$ cat src/rtl/sdram_pkg.sv
// Shared definitions for the SDRAM client port: handshake helper, byte-strobe codes, FSM states.
package sdram_pkg;

  typedef enum logic [0:0] {StIdle, StWait} sdram_state_e;

  localparam logic [1:0] DS_WORD = 2'b11;
  localparam logic [1:0] DS_LO   = 2'b01;
  localparam logic [1:0] DS_HI   = 2'b10;

  // Toggle handshake: the transfer is finished once ack has caught up with req.
  function automatic logic ack_match(input logic req, input logic ack);
    return req == ack;
  endfunction

endpackage

$ cat src/rtl/sdram_cpu_port_if.sv
// Toggle-handshake SDRAM port as seen by one client of the SDRAM controller.
interface sdram_cpu_port_if;
  logic        req;
  logic        ack;
  logic        we;
  logic [23:0] a;
  logic [1:0]  ds;
  logic [15:0] d;
  logic [15:0] q;

  modport master (output req, we, a, ds, d, input ack, q);
  modport slave  (input req, we, a, ds, d, output ack, q);
endinterface

$ cat src/rtl/sdram_rdbuf.sv
// One-word read buffer: tag/data/valid storage, hit compare and byte write-merge.
module sdram_rdbuf (
  input  logic        clk,
  input  logic        init_n,
  input  logic [23:0] look_a,
  output logic        hit,
  output logic [15:0] rd_data,
  input  logic        load,
  input  logic [23:0] load_a,
  input  logic [15:0] load_d,
  input  logic        wr_en,
  input  logic [24:0] wr_a,
  input  logic [7:0]  wr_byte
);

  logic        valid_q;
  logic [23:0] tag_q;
  logic [15:0] data_q;
  logic        wr_hit;

  assign hit     = valid_q && (tag_q == look_a);
  assign rd_data = data_q;
  assign wr_hit  = wr_en && valid_q && (tag_q == wr_a[24:1]);

  always_ff @(posedge clk or negedge init_n) begin
    if (!init_n) begin
      valid_q <= 1'b0;
      tag_q   <= '0;
      data_q  <= '0;
    end else if (load) begin
      valid_q <= 1'b1;
      tag_q   <= load_a;
      data_q  <= load_d;
    end else if (wr_hit) begin
      // Keep the buffer coherent with writes instead of invalidating it.
      if (wr_a[0]) data_q[15:8] <= wr_byte;
      else         data_q[7:0]  <= wr_byte;
    end
  end

endmodule

$ cat src/rtl/sdram_cpu_port.sv
// Bridges CPU byte cycles and a byte-serial download stream onto one toggle-handshake SDRAM port.
module sdram_cpu_port
  import sdram_pkg::*;
#(
  parameter bit RDBUF_EN = 1'b1,
  parameter bit DL_FIRST = 1'b1
) (
  input  logic        clk,
  input  logic        init_n,
  input  logic        cpu_rd,
  input  logic        cpu_wr,
  input  logic [24:0] cpu_a,
  input  logic [7:0]  cpu_d,
  output logic [7:0]  cpu_q,
  output logic        cpu_busy,
  input  logic        dl_wr,
  input  logic [24:0] dl_a,
  input  logic [7:0]  dl_d,
  output logic        dl_busy,
  sdram_cpu_port_if.master sdram
);

  sdram_state_e state_q, state_d;

  logic        cpu_pend_q, cpu_wr_q;
  logic [24:0] cpu_a_q;
  logic [7:0]  cpu_d_q;
  logic        dl_pend_q;
  logic [24:0] dl_a_q;
  logic [7:0]  dl_d_q;
  logic        req_q, we_q;
  logic [23:0] a_q;
  logic [1:0]  ds_q;
  logic [15:0] d_q;
  logic        srv_dl_q, srv_a0_q;
  logic [7:0]  cpu_q_q;

  logic        buf_hit, rd_hit, cpu_acc, dl_acc, any_pend;
  logic        cpu_ready, dl_ready;
  logic        issue, pick_dl, done, sel_we;
  logic [24:0] sel_a;
  logic [7:0]  sel_d;
  logic [15:0] buf_data;

  assign rd_hit   = RDBUF_EN && cpu_rd && !cpu_wr && buf_hit && !cpu_pend_q;
  assign cpu_acc  = (cpu_rd || cpu_wr) && !cpu_pend_q && !rd_hit;
  assign dl_acc   = dl_wr && !dl_pend_q;
  assign any_pend = cpu_pend_q || dl_pend_q;
  // A fresh strobe may bypass the pending register only when nothing else is queued.
  assign cpu_ready = cpu_pend_q || (cpu_acc && !any_pend);
  assign dl_ready  = dl_pend_q || (dl_acc && !any_pend);

  always_ff @(posedge clk or negedge init_n) begin
    if (!init_n) state_q <= StIdle;
    else         state_q <= state_d;
  end

  always_comb begin
    state_d = state_q;
    unique case (state_q)
      StIdle: if (cpu_ready || dl_ready) state_d = StWait;
      StWait: if (ack_match(req_q, sdram.ack)) state_d = StIdle;
      default: state_d = StIdle;
    endcase
  end

  always_comb begin
    issue   = (state_q == StIdle) && (cpu_ready || dl_ready);
    done    = (state_q == StWait) && ack_match(req_q, sdram.ack);
    pick_dl = dl_ready && (DL_FIRST || !cpu_ready);
    if (pick_dl) begin
      sel_a  = dl_pend_q ? dl_a_q : dl_a;
      sel_d  = dl_pend_q ? dl_d_q : dl_d;
      sel_we = 1'b1;
    end else begin
      sel_a  = cpu_pend_q ? cpu_a_q : cpu_a;
      sel_d  = cpu_pend_q ? cpu_d_q : cpu_d;
      sel_we = cpu_pend_q ? cpu_wr_q : cpu_wr;
    end
  end

  always_ff @(posedge clk or negedge init_n) begin
    if (!init_n) begin
      cpu_pend_q <= 1'b0;
      cpu_wr_q   <= 1'b0;
      cpu_a_q    <= '0;
      cpu_d_q    <= '0;
      dl_pend_q  <= 1'b0;
      dl_a_q     <= '0;
      dl_d_q     <= '0;
    end else begin
      if (cpu_acc) begin
        cpu_pend_q <= 1'b1;
        cpu_wr_q   <= cpu_wr;
        cpu_a_q    <= cpu_a;
        cpu_d_q    <= cpu_d;
      end else if (done && !srv_dl_q) begin
        cpu_pend_q <= 1'b0;
      end
      if (dl_acc) begin
        dl_pend_q <= 1'b1;
        dl_a_q    <= dl_a;
        dl_d_q    <= dl_d;
      end else if (done && srv_dl_q) begin
        dl_pend_q <= 1'b0;
      end
    end
  end

  always_ff @(posedge clk or negedge init_n) begin
    if (!init_n) begin
      req_q    <= 1'b0;
      we_q     <= 1'b0;
      a_q      <= '0;
      ds_q     <= '0;
      d_q      <= '0;
      srv_dl_q <= 1'b0;
      srv_a0_q <= 1'b0;
      cpu_q_q  <= '0;
    end else begin
      if (issue) begin
        req_q    <= ~req_q;
        we_q     <= sel_we;
        a_q      <= sel_a[24:1];
        ds_q     <= sel_we ? (sel_a[0] ? DS_HI : DS_LO) : DS_WORD;
        if (sel_we) d_q <= {sel_d, sel_d};
        srv_dl_q <= pick_dl;
        srv_a0_q <= sel_a[0];
      end
      if (rd_hit) begin
        cpu_q_q <= cpu_a[0] ? buf_data[15:8] : buf_data[7:0];
      end else if (done && !we_q) begin
        cpu_q_q <= srv_a0_q ? sdram.q[15:8] : sdram.q[7:0];
      end
    end
  end

  sdram_rdbuf u_rdbuf (
    .clk     (clk),
    .init_n  (init_n),
    .look_a  (cpu_a[24:1]),
    .hit     (buf_hit),
    .rd_data (buf_data),
    .load    (done && !we_q),
    .load_a  (a_q),
    .load_d  (sdram.q),
    .wr_en   (issue && sel_we),
    .wr_a    (sel_a),
    .wr_byte (sel_d)
  );

  assign sdram.req = req_q;
  assign sdram.we  = we_q;
  assign sdram.a   = a_q;
  assign sdram.ds  = ds_q;
  assign sdram.d   = d_q;
  assign cpu_q     = cpu_q_q;
  assign cpu_busy  = cpu_pend_q;
  assign dl_busy   = dl_pend_q;

endmodule

$ cat src/flat_wrapper.sv
// flat-port wrapper written by rule: the top's interface ports become plain ports
module sdram_cpu_port_flat import sdram_pkg::*;
#(
  parameter bit RDBUF_EN = 1'b1,
  parameter bit DL_FIRST = 1'b1
)
  (clk, init_n, cpu_rd, cpu_wr, cpu_a, cpu_d, cpu_q, cpu_busy, dl_wr, dl_a, dl_d, dl_busy, sdram_req, sdram_we, sdram_a, sdram_ds, sdram_d, sdram_ack, sdram_q);
  sdram_cpu_port_if sdram_i ();
  input  logic clk;
  input  logic init_n;
  input  logic cpu_rd;
  input  logic cpu_wr;
  input  logic [24:0] cpu_a;
  input  logic [7:0] cpu_d;
  output logic [7:0] cpu_q;
  output logic cpu_busy;
  input  logic dl_wr;
  input  logic [24:0] dl_a;
  input  logic [7:0] dl_d;
  output logic dl_busy;
  output wire logic [$bits(sdram_i.req)-1:0] sdram_req;
  output wire logic [$bits(sdram_i.we)-1:0] sdram_we;
  output wire logic [$bits(sdram_i.a)-1:0] sdram_a;
  output wire logic [$bits(sdram_i.ds)-1:0] sdram_ds;
  output wire logic [$bits(sdram_i.d)-1:0] sdram_d;
  input wire logic [$bits(sdram_i.ack)-1:0] sdram_ack;
  input wire logic [$bits(sdram_i.q)-1:0] sdram_q;
  assign sdram_req = sdram_i.req;
  assign sdram_we = sdram_i.we;
  assign sdram_a = sdram_i.a;
  assign sdram_ds = sdram_i.ds;
  assign sdram_d = sdram_i.d;
  assign sdram_i.ack = sdram_ack;
  assign sdram_i.q = sdram_q;
  sdram_cpu_port #(.RDBUF_EN(RDBUF_EN), .DL_FIRST(DL_FIRST)) u_core (.clk(clk), .init_n(init_n), .cpu_rd(cpu_rd), .cpu_wr(cpu_wr), .cpu_a(cpu_a), .cpu_d(cpu_d), .cpu_q(cpu_q), .cpu_busy(cpu_busy), .dl_wr(dl_wr), .dl_a(dl_a), .dl_d(dl_d), .dl_busy(dl_busy), .sdram(sdram_i));
endmodule
$ cat config.mk
export PLATFORM = sky130hd
export DESIGN_NAME = sdram_cpu_port_flat
export DESIGN_NICKNAME = d
export VERILOG_FILES = /design/src/rtl/sdram_pkg.sv /design/src/rtl/sdram_cpu_port_if.sv /design/src/rtl/sdram_rdbuf.sv /design/src/rtl/sdram_cpu_port.sv /design/src/flat_wrapper.sv
export SDC_FILE = /design/constraint.sdc
export NUM_CORES = 1
export LEC_CHECK = 0
export ABC_AREA = 1
export CAP_MARGIN = 10
export CELL_PAD_IN_SITES_DETAIL_PLACEMENT = 2
export CELL_PAD_IN_SITES_GLOBAL_PLACEMENT = 2
export CORE_ASPECT_RATIO = 0.75
export CORE_UTILIZATION = 27
export CTS_CLUSTER_SIZE = 25
export DETAILED_ROUTE_END_ITERATION = 10
export HOLD_SLACK_MARGIN = 0.03
export PLACE_DENSITY_LB_ADDON = 0.3
export SYNTH_ARGS = -nofsm -noshare
export SYNTH_HDL_FRONTEND = slang
export SYNTH_SLANG_ARGS = --single-unit
$ cat constraint.sdc
create_clock -name clk -period 2 [get_ports clk]
set_input_delay 0.2 -clock clk [delete_from_list [all_inputs] [get_ports clk]]
set_output_delay 0.2 -clock clk [all_outputs]
set_load 0.03 [all_outputs]
==> impl_metrics.tcl, run 1 <==
set metrics [dict create \
    fmax_mhz 392.8 \
    cts_made_buffers 17 \
    fp.dieArea_um2 32860 \
    clk-insertion-delay-late_ns 0.45 \
    reg2reg_from "u_core.dl_busy" \
    cts_max_level 4 \
    via_count 9508 \
    hold_class "input port to asynchronous set/reset pin" \
    clock-sinks 157 \
    utilization_pct 43.38 \
    num_rows 56 \
    root_buffer "clkbuf_16" \
    yosys_warnings 0 \
    maxCapViolations 0 \
    fin_cells 1891 \
    timing.final.crit_share_pct 127.3 \
    die_x_um 209.0 \
    placed_area_um2 11380 \
    required_ns 2.38 \
    p_leak_uw 0.006698 \
    grt_max_degree 48 \
    cts.path.max_buffers 2 \
    timing.hold.ws_ns 0.2694 \
    viasPerCell 5.028 \
    synth-edff-count 0 \
    reg2reg_to "u_core.u_rdbuf.rd_data[8]" \
    syn_area_per_cell_um2 7.157 \
    mostFrequentLayoutCells "403 x nand2_1, 155 x dfrtp_1, 138 x clkdlybuf4s50_1, 117 x inv_1, 104 x buf_4" \
    place_congestion 0.7876 \
    rsz0062_at_grt "yes" \
    drv_slew 0 \
    reg2reg_depth 12 \
    synth_nets 1300 \
    grt_pass1_wl_um 56800 \
    worstMarginPinSlew_ns 0.6415 \
    synth_top_area_share_pct 45.29 \
    syn_inst 1212 \
    ir_drop_mv 0.6798 \
    violations "setup timing" \
    grt_pass1_vias 9681 \
    slew-limit-headroom_pct 56.78 \
    io_buffer_count 141 \
    drt_iter0_markers 466 \
    drc 0 \
    path_class "flop to flop" \
    antenna_found_initial 0 \
    dp.cells 1821 \
    yosys-top-cells-area "dfrtp_1 45%, nand2_1 21%, o21ai_0 8.0%" \
    ys_seq_elements 157 \
    dpl.hpwl_um 26460 \
    setup_viol 97 \
    arrival_ns 2.92 \
    seqCellArea_um2 3931 \
    layout_setup_ws_ns -0.5457 \
    seq_area_frac_synth_pct 45.29 \
    critPathCaptureType "flop" \
    synthFlopType "dfrtp_1" \
    nFillCells 3435 \
    gr-total-overflow 0 \
    layout_commonest_cell "nand2_1" \
    skew_ns 0.01374 \
    drt_first_pass_iters 5 \
    fp.coreArea_um2 31460 \
    grtUsageTotal_pct 22.87 \
    multi_input_area_um2 4720 \
    wirelength_um 43240 \
    antenna_left 0 \
    yosys.area.top_type "dfrtp_1" \
    fin_crit_ns 2.546 \
    num_antenna_cells 0 \
    status "complete, but fails checks" \
    ys_types 31 \
    pre_cts_slack_ns -0.8667 \
    worst-r2r-setup-slack_ns -0.55 \
    finalHoldViolCount 0 \
    start_kind "flop" \
    area_growth_pct 57.33 \
    die_h_um 157.2 \
    fin_nets 1560 \
    ios 142 \
    synth_area_um2 8675 \
    cts.clk_slew.worst_paths_ns 0.07 \
    power_density_nw_per_um2 1939 \
    final_area_um2 13650 \
    cp_max_fo 8 \
    layout-drive-gt1-share_pct 26.33 \
    wire_per_inst_um 22.87 \
    synthArstFlopShare_pct 100.0 \
    tritoncts "done" \
    initial_core_util_pct 27.57 \
]
[cells in the mapped netlist, drive strengths merged, types with 9 or more instances]
| cell | n |
|---|---|
| mux2 | 13 |
| nor2 | 66 |
| dfrtp | 157 |
| o211ai | 9 |
| inv | 124 |
| o21ai | 143 |
| buf | 41 |
| nand3 | 74 |
| clkbuf | 26 |
| a31oi | 19 |
| nand2 | 495 |
| xor2 | 13 |
[metal layers]
layer | vias up | routed length [µm] | GRT usage [%]
met3 | 42 | 1230 | 3.532
met4 | 0 | 656 | 5.007
met1 | 4952 | 20140 | 32.02
met5 | - | 0 | 0
met2 | 167 | 21210 | 37.13
li1 | 4347 | - | -
[through the flow]
stage / total power (µW) / TNS (ns)
floorplan: 12580 / 0
global placement: 17930 / -44.82
detailed placement: 18470 / -56.92
CTS: 23430 / -11.59
global route: 27820 / -36.98
finish: 26460 / -30.37
[worst max-delay path by stage]
stage | from | endpoint | slack, ns | depth (start not counted)
after floorplan | u_core.cpu_busy | u_core.u_rdbuf.rd_data[15] | 0.008 | 17
after global placement | dl_wr | u_core.u_rdbuf.rd_data[3] | -0.72 | 16
after detailed placement | dl_wr | u_core.u_rdbuf.rd_data[4] | -0.87 | 15
after CTS | u_core.dl_busy | u_core.u_rdbuf.rd_data[12] | -0.48 | 18
after global routing | u_core.dl_busy | u_core.u_rdbuf.rd_data[8] | -0.66 | 13
final | u_core.dl_busy | u_core.u_rdbuf.rd_data[8] | -0.55 | 12
[report_power, final]
part	internal (µW)	switching [µW]	leakage (µW)	total (µW)
clock network	2320	1470	0.000317	3790
logic	6750	9680	0.00447	16400
registers	4750	1500	0.00191	6240
total	13800	12600	0.00670	26500
[flip-flops by register name, summed over array words and instances, names as in the netlist, 2 cells and up]
signal / cells
u_core.cpu_a_q: 25
u_core.cpu_d_q: 8
u_core.cpu_q: 8
u_core.dl_a_q: 25
u_core.dl_d_q: 8
u_core.sdram.a: 24
u_core.sdram.d: 8
u_core.sdram.ds: 2
u_core.u_rdbuf.rd_data: 16
u_core.u_rdbuf.tag_q: 24
[critical path, stage by stage, from the launching register on]
cell and delay [ns]:
dfrtp_2 0.45, buf_6 0.16, clkbuf_16 0.16, o21ai_2 0.30, nand2_1 0.17, nand2_1 0.13
xor2_1 0.17, nand3_1 0.18, nor2_2 0.17, nand2_4 0.10, o21ai_4 0.32, nand2_1 0.10
nand2_1 0.08
[kinds of logic (layout without fill, tap and decap cells)]
| family | count (synthesis) | count (layout) | synth area share (%) |
|---|---|---|---|
| compound gates | 182 | 182 | 11.77 |
| simple gates | 642 | 642 | 29.19 |
| flops | 157 | 157 | 45.29 |
| buf+inv | 193 | 466 | 9.419 |
| xor+xnor | 17 | 17 | 1.716 |
| mux | 21 | 21 | 2.611 |
[area by class of cell]
| class | count | area share [%] |
|---|---|---|
| clock inverters | 10 | 1.348 |
| inverters | 126 | 3.575 |
| repair buffers | 308 | 24.50 |
| well taps | 406 | 3.722 |
| multi-input cells | 862 | 34.58 |
| clock buffers | 22 | 3.475 |
| flip-flops and latches | 157 | 28.80 |
[timing repair]
action | CTS | global route
pin swaps | 15 | 36
hold endpoints to repair | 41 | 0
resized for setup | 66 | 266
buffers inserted | 11 | 14
hold buffers | 1 | 0
setup endpoints to repair | 97 | 99
cloned | 4 | 13
Note: power is estimated with default switching activity, not from simulation.
==> run 2: changes to the inputs <==
Settings changed: RECOVER_POWER set to 100.
==> run 2 against run 1 <==
The run still ends with setup timing left. Wire length grew 0.23%. Utilization shrank 0.12 points. Critical endpoint unchanged. Final area shrank 0.27%. Critical path type unchanged. Critical path depth is the same. Global-route usage is the same.
==> impl_metrics.tcl, run 2 (synthesis results as in run 1) <==
set metrics [dict create \
    status "complete, but fails checks" \
    violations "setup timing" \
    fp.dieArea_um2 32860 \
    rsz0062_at_grt "yes" \
    p_leak_uw 0.006687 \
    wirelength_um 43340 \
    switching_share_pct 47.79 \
    io_buffer_count 141 \
    reg_top3 "u_core.cpu_a_q x25, u_core.dl_a_q x25" \
    grt_max_degree 48 \
    grtUsageTotal_pct 22.87 \
    power_density_nw_per_um2 1943 \
    fp.coreArea_um2 31460 \
    cp_max_fo 8 \
    antenna_found_initial 0 \
    clock-sinks 157 \
    gr-usage-met1_pct 32.02 \
    critPathCaptureType "flop" \
    layout_setup_ws_ns -0.5428 \
    required_ns 2.38 \
    drv_slew 0 \
    timing.hold.ws_ns 0.3241 \
    nFillCells 3442 \
    viasPerCell 5.025 \
    fin_cells 1891 \
    grt_use_met2_pct 37.13 \
    skew_ns 0.01422 \
    grt_pass1_wl_um 56800 \
    arrival_ns 2.92 \
    die_x_um 209.0 \
    fin_nets 1560 \
    drc 0 \
    num_antenna_cells 0 \
    cts.path.max_buffers 2 \
    timing.final.crit_share_pct 127.1 \
    grt_use_met3_pct 3.532 \
    hold_class "input port to flop" \
    start_kind "flop" \
    p_switching_uw 12640 \
    antenna_left 0 \
    grt_pass1_vias 9681 \
    grt_busiest_layer "met2" \
    cts.clk_slew.worst_paths_ns 0.07 \
    ios 142 \
    drt_iter0_markers 478 \
    gr-total-overflow 0 \
    layout-drive-gt1-share_pct 26.26 \
    num_rows 56 \
    p_seq_share_pct 23.6 \
    fmax_mhz 393.3 \
    die_h_um 157.2 \
    wire_per_inst_um 22.92 \
    root_buffer "clkbuf_16" \
    dpl.hpwl_um 26460 \
    multi_input_area_um2 4712 \
    drt_first_pass_iters 5 \
    fin_setup_tns_ns -29.87 \
    finalHoldViolCount 0 \
    path_class "flop to flop" \
    cts_max_level 4 \
    area_growth_pct 56.90 \
    dp.cells 1821 \
    slew-limit-headroom_pct 15.24 \
    pwr-share-comb_pct 62.1 \
    ir_drop_mv 0.6821 \
    worstMarginPinSlew_ns 1.271 \
    clkPwrFrac_pct 14.3 \
    total_power_uw 26450 \
    fin_crit_ns 2.543 \
    clk-insertion-delay-late_ns 0.45 \
    setup_viol 97 \
    tritoncts "done" \
    maxCapViolations 0 \
    seqCellArea_um2 3931 \
    initial_core_util_pct 27.57 \
    cts_made_buffers 17 \
    layout_commonest_cell "nand2_1" \
    place_congestion 0.7876 \
    via_count 9503 \
    mostFrequentLayoutCells "403 x nand2_1, 155 x dfrtp_1, 138 x clkdlybuf4s50_1, 117 x inv_1, 102 x buf_4" \
    p_int_uw 13810 \
]
[run 2: changes by cell type in the layout (fill, tap and decap cells not counted), sizes merged]
cell and delta:
buf -4, clkbuf +4
[run 2: stage by stage]
stage | setup WS [ns] | cell area, µm² | util, %
after floorplan | 0.007609 | 8686 | -
after global placement | -0.7179 | 11380 | 36.18
after detailed placement | -0.8667 | 11380 | 36.18
after CTS | -0.4771 | 12490 | 39.69
after global routing | -0.6583 | 13610 | 43.26
final | -0.5428 | 13610 | 43.26
[run 2: cell type report]
type,instances,share of cell area (%)
clock buffers,22,3.484
repair buffers,308,24.34
well taps,406,3.732
inverters,126,3.585
multi-input cells,862,34.62
flip-flops and latches,157,28.88
clock inverters,10,1.351
[run 2: timing repair]
item	4_1_cts	5_1_grt
gates cloned	4	13
setup endpoints to repair	97	99
hold endpoints to repair	41	0
pin swaps	15	36
hold buffers	1	0
resized for setup	66	266
setup buffers	11	14
[run 2: power groups by stage]
stage | combinational, µW | clock, µW | sequential [µW]
CTS | 13600 | 3840 | 6000
finish | 16400 | 3790 | 6240
global placement | 12000 | 0 | 5940
floorplan | 6110 | 0 | 6470
detailed placement | 12400 | 0 | 6030
global route | 17400 | 3960 | 6400
[run 2: path summary, 6_finish.rpt]
check	from	to	slack, ns	cells after the start
min in group asynchronous	init_n	u_core.dl_a_q[11]	0.57	2
setup / recovery	u_core.dl_busy	u_core.u_rdbuf.rd_data[8]	-0.54	12
setup reg to reg	u_core.dl_busy	u_core.u_rdbuf.rd_data[8]	-0.54	12
hold reg to reg	u_core.dl_a_q[2]	u_core.dl_a_q[2]	0.49	2
max in group asynchronous	init_n	u_core.cpu_q[3]	0.12	3
hold / removal	cpu_d[7]	u_core.cpu_d_q[7]	0.32	3
[run 2: metal layers]
| layer | part of all wire (%) | vias to the layer above | routed length (µm) |
|---|---|---|---|
| li1 | - | 4349 | - |
| met1 | 47 | 4953 | 20220 |
| met2 | 49 | 163 | 21250 |
| met3 | 2.8 | 38 | 1231 |
| met4 | 1.5 | 0 | 645 |
| met5 | 0 | - | 0 |
[run 2: critical path, cell delays in order (launching register included)]
cell	delay, ns
dfrtp_2	0.45
buf_6	0.16
clkbuf_16	0.16
o21ai_2	0.30
nand2_1	0.17
nand2_1	0.13
xor2_1	0.17
nand3_1	0.17
nor2_2	0.17
nand2_4	0.10
o21ai_4	0.32
nand2_1	0.10
nand2_1	0.08
